[src/rtl/exec_pkg.sv]
// Shared opcode map, FSM encoding and decoded-instruction view for the execute sequencer.
package exec_pkg;

  localparam logic [5:0] OP_LDI  = 6'h00;
  localparam logic [5:0] OP_MOV  = 6'h01;
  localparam logic [5:0] OP_LD   = 6'h02;
  localparam logic [5:0] OP_ST   = 6'h03;
  localparam logic [5:0] OP_ADD  = 6'h04;
  localparam logic [5:0] OP_SUB  = 6'h05;
  localparam logic [5:0] OP_MUL  = 6'h06;
  localparam logic [5:0] OP_0x11 = 6'h11;

  typedef enum logic [3:0] {
    S_IDLE, S_READ, S_MEM_RD, S_MEM_ST, S_EXEC, S_WAIT, S_WB1, S_WB2, S_ILL
  } state_t;

  // Register-form field layout; LDI/LD/ST reuse the low bits as imm/address.
  typedef struct packed {
    logic [5:0] op;
    logic [4:0] rdst2;
    logic [4:0] rdst1;
    logic [5:0] rsv;
    logic [4:0] rsrc2;
    logic [4:0] rsrc1;
  } instr_t;

  function automatic logic is_alu(input logic [5:0] op);
    return (op >= OP_ADD) && (op <= OP_0x11);
  endfunction

  function automatic logic is_two_result(input logic [5:0] op);
    return (op == OP_ADD) || (op == OP_SUB) || (op == OP_MUL);
  endfunction

endpackage

[src/rtl/exec_timeout_ctr.sv]
// WAIT-state watchdog for the execute sequencer; only built when EXEC_TIMEOUT_EN is defined.
module exec_timeout_ctr #(
  parameter int LIMIT = 64
) (
  input  logic clk,
  input  logic rst,
  input  logic load,
  input  logic en,
  output logic expire
);

  localparam int CW = $clog2(LIMIT + 1);

  logic [CW-1:0] cnt;

  // expire is raised during the LIMIT-th enabled cycle after load
  assign expire = en && (cnt == CW'(LIMIT - 1));

  always_ff @(posedge clk or posedge rst) begin
    if (rst)               cnt <= '0;
    else if (load)         cnt <= '0;
    else if (en && !expire) cnt <= cnt + CW'(1);
  end

endmodule

[src/rtl/exec_sequencer.sv]
// Multi-cycle execute controller: decode, regfile read, ALU handshake, dmem access, up to two write-backs.
// Define EXEC_TIMEOUT_EN to bound the ALU wait with an ALU_TIMEOUT-cycle watchdog.
module exec_sequencer
  import exec_pkg::*;
#(
  parameter int DATA_W      = 16,
  parameter int REG_AW      = 5,
  parameter int DADDR_W     = 8,
  parameter int ALU_TIMEOUT = 64
) (
  input  logic               clk,
  input  logic               rst,
  input  logic               instr_valid,
  output logic               instr_ready,
  input  logic [31:0]        instr,
  output logic [REG_AW-1:0]  rf_ra1,
  output logic [REG_AW-1:0]  rf_ra2,
  input  logic [DATA_W-1:0]  rf_rd1,
  input  logic [DATA_W-1:0]  rf_rd2,
  output logic               rf_we,
  output logic [REG_AW-1:0]  rf_wa,
  output logic [DATA_W-1:0]  rf_wd,
  output logic [3:0]         alu_op,
  output logic [DATA_W-1:0]  alu_a,
  output logic [DATA_W-1:0]  alu_b,
  output logic               alu_start,
  input  logic               alu_done,
  input  logic [DATA_W-1:0]  alu_lo,
  input  logic [DATA_W-1:0]  alu_hi,
  output logic [DADDR_W-1:0] dmem_addr,
  output logic               dmem_re,
  output logic               dmem_we,
  output logic [DATA_W-1:0]  dmem_wdata,
  input  logic [DATA_W-1:0]  dmem_rdata,
  output logic               illegal_op
);

  state_t            state, nxt;
  logic [31:0]       ir;
  instr_t            irf, dec;
  logic [DATA_W-1:0] opa, opb, res_lo, res_hi;
  logic              tmo_expire;

  assign irf = ir;
  assign dec = instr;

`ifdef EXEC_TIMEOUT_EN
  exec_timeout_ctr #(.LIMIT(ALU_TIMEOUT)) u_tmo (
    .clk    (clk),
    .rst    (rst),
    .load   (state == S_EXEC),
    .en     (state == S_WAIT),
    .expire (tmo_expire)
  );
`else
  assign tmo_expire = 1'b0;
`endif

  always_ff @(posedge clk or posedge rst) begin
    if (rst) state <= S_IDLE;
    else     state <= nxt;
  end

  // Operands stay frozen after READ, so alu_a/alu_b are stable through EXEC/WAIT.
  always_ff @(posedge clk or posedge rst) begin
    if (rst) begin
      ir     <= '0;
      opa    <= '0;
      opb    <= '0;
      res_lo <= '0;
      res_hi <= '0;
    end else begin
      if (state == S_IDLE && instr_valid) ir <= instr;
      if (state == S_READ) begin
        opa <= rf_rd1;
        opb <= rf_rd2;
      end
      if ((state == S_EXEC || state == S_WAIT) && alu_done) begin
        res_lo <= alu_lo;
        res_hi <= alu_hi;
      end
    end
  end

  always_comb begin
    nxt = state;
    case (state)
      S_IDLE: if (instr_valid) begin
        if (dec.op == OP_LDI)     nxt = S_WB1;
        else if (dec.op == OP_LD) nxt = S_MEM_RD;
        else if (dec.op == OP_MOV || dec.op == OP_ST || is_alu(dec.op)) nxt = S_READ;
        else                      nxt = S_ILL;
      end
      S_READ:   nxt = (irf.op == OP_ST) ? S_MEM_ST : (irf.op == OP_MOV) ? S_WB1 : S_EXEC;
      S_MEM_RD: nxt = S_WB1;
      S_MEM_ST: nxt = S_IDLE;
      S_EXEC:   nxt = alu_done ? S_WB1 : S_WAIT;
      S_WAIT:   nxt = alu_done ? S_WB1 : (tmo_expire ? S_IDLE : S_WAIT);
      S_WB1:    nxt = is_two_result(irf.op) ? S_WB2 : S_IDLE;
      S_WB2:    nxt = S_IDLE;
      S_ILL:    nxt = S_IDLE;
      default:  nxt = S_IDLE;
    endcase
  end

  always_comb begin
    instr_ready = (state == S_IDLE);
    rf_ra1      = '0;
    rf_ra2      = '0;
    rf_we       = 1'b0;
    rf_wa       = '0;
    rf_wd       = '0;
    alu_op      = '0;
    alu_start   = 1'b0;
    dmem_addr   = '0;
    dmem_re     = 1'b0;
    dmem_we     = 1'b0;
    dmem_wdata  = '0;
    illegal_op  = 1'b0;
    alu_a       = opa;
    alu_b       = opb;
    case (state)
      S_READ: begin
        rf_ra1 = REG_AW'(irf.rsrc1);
        rf_ra2 = REG_AW'(irf.rsrc2);
      end
      S_MEM_RD: begin
        dmem_re   = 1'b1;
        dmem_addr = DADDR_W'(ir[7:0]);
      end
      S_MEM_ST: begin
        dmem_we    = 1'b1;
        dmem_addr  = DADDR_W'(ir[25:18]);
        dmem_wdata = opb;
      end
      S_EXEC: begin
        alu_start = 1'b1;
        alu_op    = 4'(irf.op - OP_ADD);
      end
      S_WAIT: begin
        alu_op     = 4'(irf.op - OP_ADD);
        illegal_op = tmo_expire && !alu_done;
      end
      S_WB1: begin
        rf_we = 1'b1;
        case (irf.op)
          OP_LDI: begin rf_wa = REG_AW'(irf.rdst2); rf_wd = DATA_W'(ir[15:0]); end
          OP_MOV: begin rf_wa = REG_AW'(irf.rdst2); rf_wd = opb;               end
          OP_LD:  begin rf_wa = REG_AW'(irf.rdst2); rf_wd = dmem_rdata;        end
          default: begin rf_wa = REG_AW'(irf.rdst1); rf_wd = res_lo;           end
        endcase
      end
      S_WB2: begin
        rf_we = 1'b1;
        rf_wa = REG_AW'(irf.rdst2);
        rf_wd = res_hi;
      end
      S_ILL:   illegal_op = 1'b1;
      default: ;
    endcase
  end

endmodule

[config.mk]
export PLATFORM = sky130hd
export DESIGN_NAME = exec_sequencer
export DESIGN_NICKNAME = d
export VERILOG_FILES = /design/src/rtl/exec_pkg.sv /design/src/rtl/exec_timeout_ctr.sv /design/src/rtl/exec_sequencer.sv
export SDC_FILE = /design/constraint.sdc
export NUM_CORES = 1
export LEC_CHECK = 0
export ABC_AREA = 1
export CAP_MARGIN = 20
export CELL_PAD_IN_SITES_DETAIL_PLACEMENT = 0
export CELL_PAD_IN_SITES_GLOBAL_PLACEMENT = 2
export CORE_ASPECT_RATIO = 0.5
export CORE_MARGIN = 2
export CORE_UTILIZATION = 23
export DETAILED_ROUTE_END_ITERATION = 12
export GPL_TIMING_DRIVEN = 0
export PLACE_DENSITY = 0.78
export SYNTH_ARGS = -nofsm -noshare
export SYNTH_HDL_FRONTEND = slang
export SYNTH_SLANG_ARGS = --single-unit
[constraint.sdc]
create_clock -name clk -period 3.8 [get_ports clk]
set_input_delay 0.76 -clock clk [delete_from_list [all_inputs] [get_ports clk]]
set_output_delay 0.76 -clock clk [all_outputs]
set_load 0.005 [all_outputs]
==> metrics.yaml <==
status: "finished, final reports clean"
final_cell_area_mm2: 0.00804
start_kind: "flip-flop"
route.met2.wl_um: 9700
cap_violations: 0
yosysWarnings: 0
period_share_pct: 93.5
power_w: 0.00530
cts.sinks: 100
p_seq_share_pct: 35.7
hold_buffers: 0
hold_viol_final: 0
antenna_found_initial: 0
grt_max_degree: 55
pwr-share-comb_pct: 46.0
wl_met3_um: 711
insertion_delay_ns: 0.36
dieHeight_um: 111
crit_type: "reg -> out"
drive_above_1_share_pct: 6.92
drc: 0
antenna_left: 0
hp-class: "reg -> reg"
p_int_w: 0.00316
power.share.clock_pct: 18.3
cts_buffers: 9
cts_resized: 0
power_leakage_nw: 3.70
syn_inst: 698
gr-usage-all-layers_pct: 17.6
grt_pass1_vias: 5366
synth_area_mm2: 0.00522
ir_drop_mv: 0.224
preCtsSetupSlack_ns: 0.618
avgSynthCellArea_um2: 7.48
yosysUniqueCellTypes: 28
cp_cell_sequence: "inv_1, ha_1, buf_2, nand2_1, clkinv_1, nand4_1, nand2_1, o21ai_0, nand2_1, clkdlybuf4s50_1"
synth_nets: 816
gp_congestion: 0.795
core_area_mm2: 0.0220
worst_path_most_repeated_cell: "nand2_1"
syn_to_final_growth_pct: 53.8
min_period_ns: 3.55
placed_area_mm2: 0.00773
layout.nets: 1038
p_per_area_mw_per_mm2: 659
wl_met1_um: 10300
setup_violations: 0
fin_skew_ns: 0.00953
seq_area_frac_synth_pct: 47.9
top_layer_used: "met4"
grt_overflow_total: 0
cp.arrival_ns: 2.79
swShare_pct: 40.3
die_w_um: 217
critPathCaptureType: "output port"
fin_ws_ns: 0.246
num_rows: 38
ys_seq_elements: 100
clockBufferDepth: 2
cts_tree: "done"
drt_iter0_drc: 400
vias: 5424
dp_hpwl_um: 17000
root_buffer: "clkbuf_16"
fmax_mhz: 281
worstPathRequired_ns: 3.04
maxSlewHeadroom_pct: 57.4
totalWireLength_um: 20900
cts_setup_buffers: 0
die_area_mm2: 0.0240
drt_pass1_iterations: 5
antenna_cells: 0
worst_pin_slew_ns: 0.639
start_util_pct: 23.8
vias_per_cell: 4.43
h-tree-depth: 3
slew_viol_final: 0
wire_per_inst_um: 17.1
grt_first_pass_wirelength_um: 32100
clk_pin_slew_ns: 0.07
cpMaxStageDelayCell: "clkdlybuf4s50_1"
critPathMaxStageDelay_ns: 0.47
rsz0062_at_grt: "no"
switchingPower_w: 0.00213
tns_ns: 0
io_buffer_count: 210
pin_count: 213
crit_fanout: 9
-- worst paths after layout --
path / from / end / slack, ns / cells after the start
worst min register to register: alu_a[2]$_DFFE_PP0P_ / alu_a[2]$_DFFE_PP0P_ / 0.47 / 2
min in group asynchronous: rst / res_hi[7]$_DFFE_PP0N_ / 0.84 / 2
worst max register to register: state[3]$_DFFE_PP0P_ / res_hi[9]$_DFFE_PP0N_ / 2.13 / 8
worst min-delay path: alu_a[2]$_DFFE_PP0P_ / alu_a[2]$_DFFE_PP0P_ / 0.47 / 2
max in group asynchronous: rst / state[3]$_DFFE_PP0P_ / 2.25 / 3
worst max-delay path: ir[28]$_DFFE_PP0P_ / rf_wd[11] / 0.25 / 10
-- state kept, by name, indices dropped and copies added, names as in the netlist --
name,count
ir,32
alu_a,16
alu_b,16
res_hi,16
res_lo,16
state,4
-- per-layer routing --
metal | vias to the layer above | global-route usage (%)
met2 | 93 | 27.8
met1 | 2619 | 25.0
met4 | 0 | 3.29
met3 | 14 | 3.20
met5 | - | 0
li1 | 2698 | -
-- cell usage in the layout, fill, tap and decap left out, types with 18 or more instances in the layout --
cell	synthesis	final
nand4_1	48	48
o21ai_0	25	25
clkdlybuf4s50_1	0	210
nand3_1	30	30
clkbuf_1	16	18
nor2_1	90	90
inv_1	65	64
a21oi_1	54	54
dfrtp_1	100	100
nand2_1	192	192
buf_2	18	18
-- final cells by class --
type	instances	area (µm²)
fillers	2360	13900
clock inverters	3	45.0
multi-input cells	481	2230
inverters	75	284
plain buffers	42	210
clock buffers	13	260
well taps	300	375
repair buffers	211	2130
flip-flops and latches	100	2500
-- kinds of logic (layout without fill, tap and decap cells) --
kind of cell	Yosys count	after routing	share of synthesized area [%]
and+or+nand+nor	373	373	31.4
DFF	100	100	47.9
adders and majority gates	2	2	0.479
AOI/OAI and AO/OA	106	106	10.8
buffers and inverters	117	344	9.41
-- power groups by stage --
stage               Sequential [W]  Clock, W  Combinational, W
floorplan                  0.00183         0           0.00130
global placement           0.00190         0           0.00243
detailed placement         0.00191         0           0.00245
CTS                        0.00189   0.00100           0.00246
global route               0.00195   0.00104           0.00272
finish                     0.00189  0.000970           0.00244
-- worst max-delay path: cells and delay by family, from the launching register on --
kind	cells	cell delay [ns]
AOI/OAI and AO/OA	1	0.45
and+or+nand+nor	4	0.47
adders and majority gates	1	0.19
DFF	1	0.37
buffers and inverters	4	0.95
-- through the flow --
step	cells	hold WS, ns	util, %
global route	1225	0.500	36.6
detailed placement	1209	0.458	35.2
CTS	1225	0.476	36.6
global placement	1208	0.456	35.1
finish	1225	0.469	36.6
floorplan	698	0.442	-
-- cell usage after synthesis (all sizes together) --
| cell type | n | share of area [%] |
|---|---|---|
| clkbuf | 16 | 1.1 |
| nand2 | 196 | 14 |
| inv | 74 | 5.3 |
| nor3 | 3 | 0.50 |
| o22ai | 13 | 1.6 |
| nand3 | 31 | 3.2 |
| clkinv | 1 | 0.072 |
| o21ai | 36 | 3.5 |
| nor2 | 95 | 7.6 |
| ha | 2 | 0.48 |
| buf | 26 | 2.9 |
| a21oi | 57 | 5.7 |
| dfrtp | 100 | 48 |
| nand4 | 48 | 5.7 |
Power figures use the tool's default switching activity.
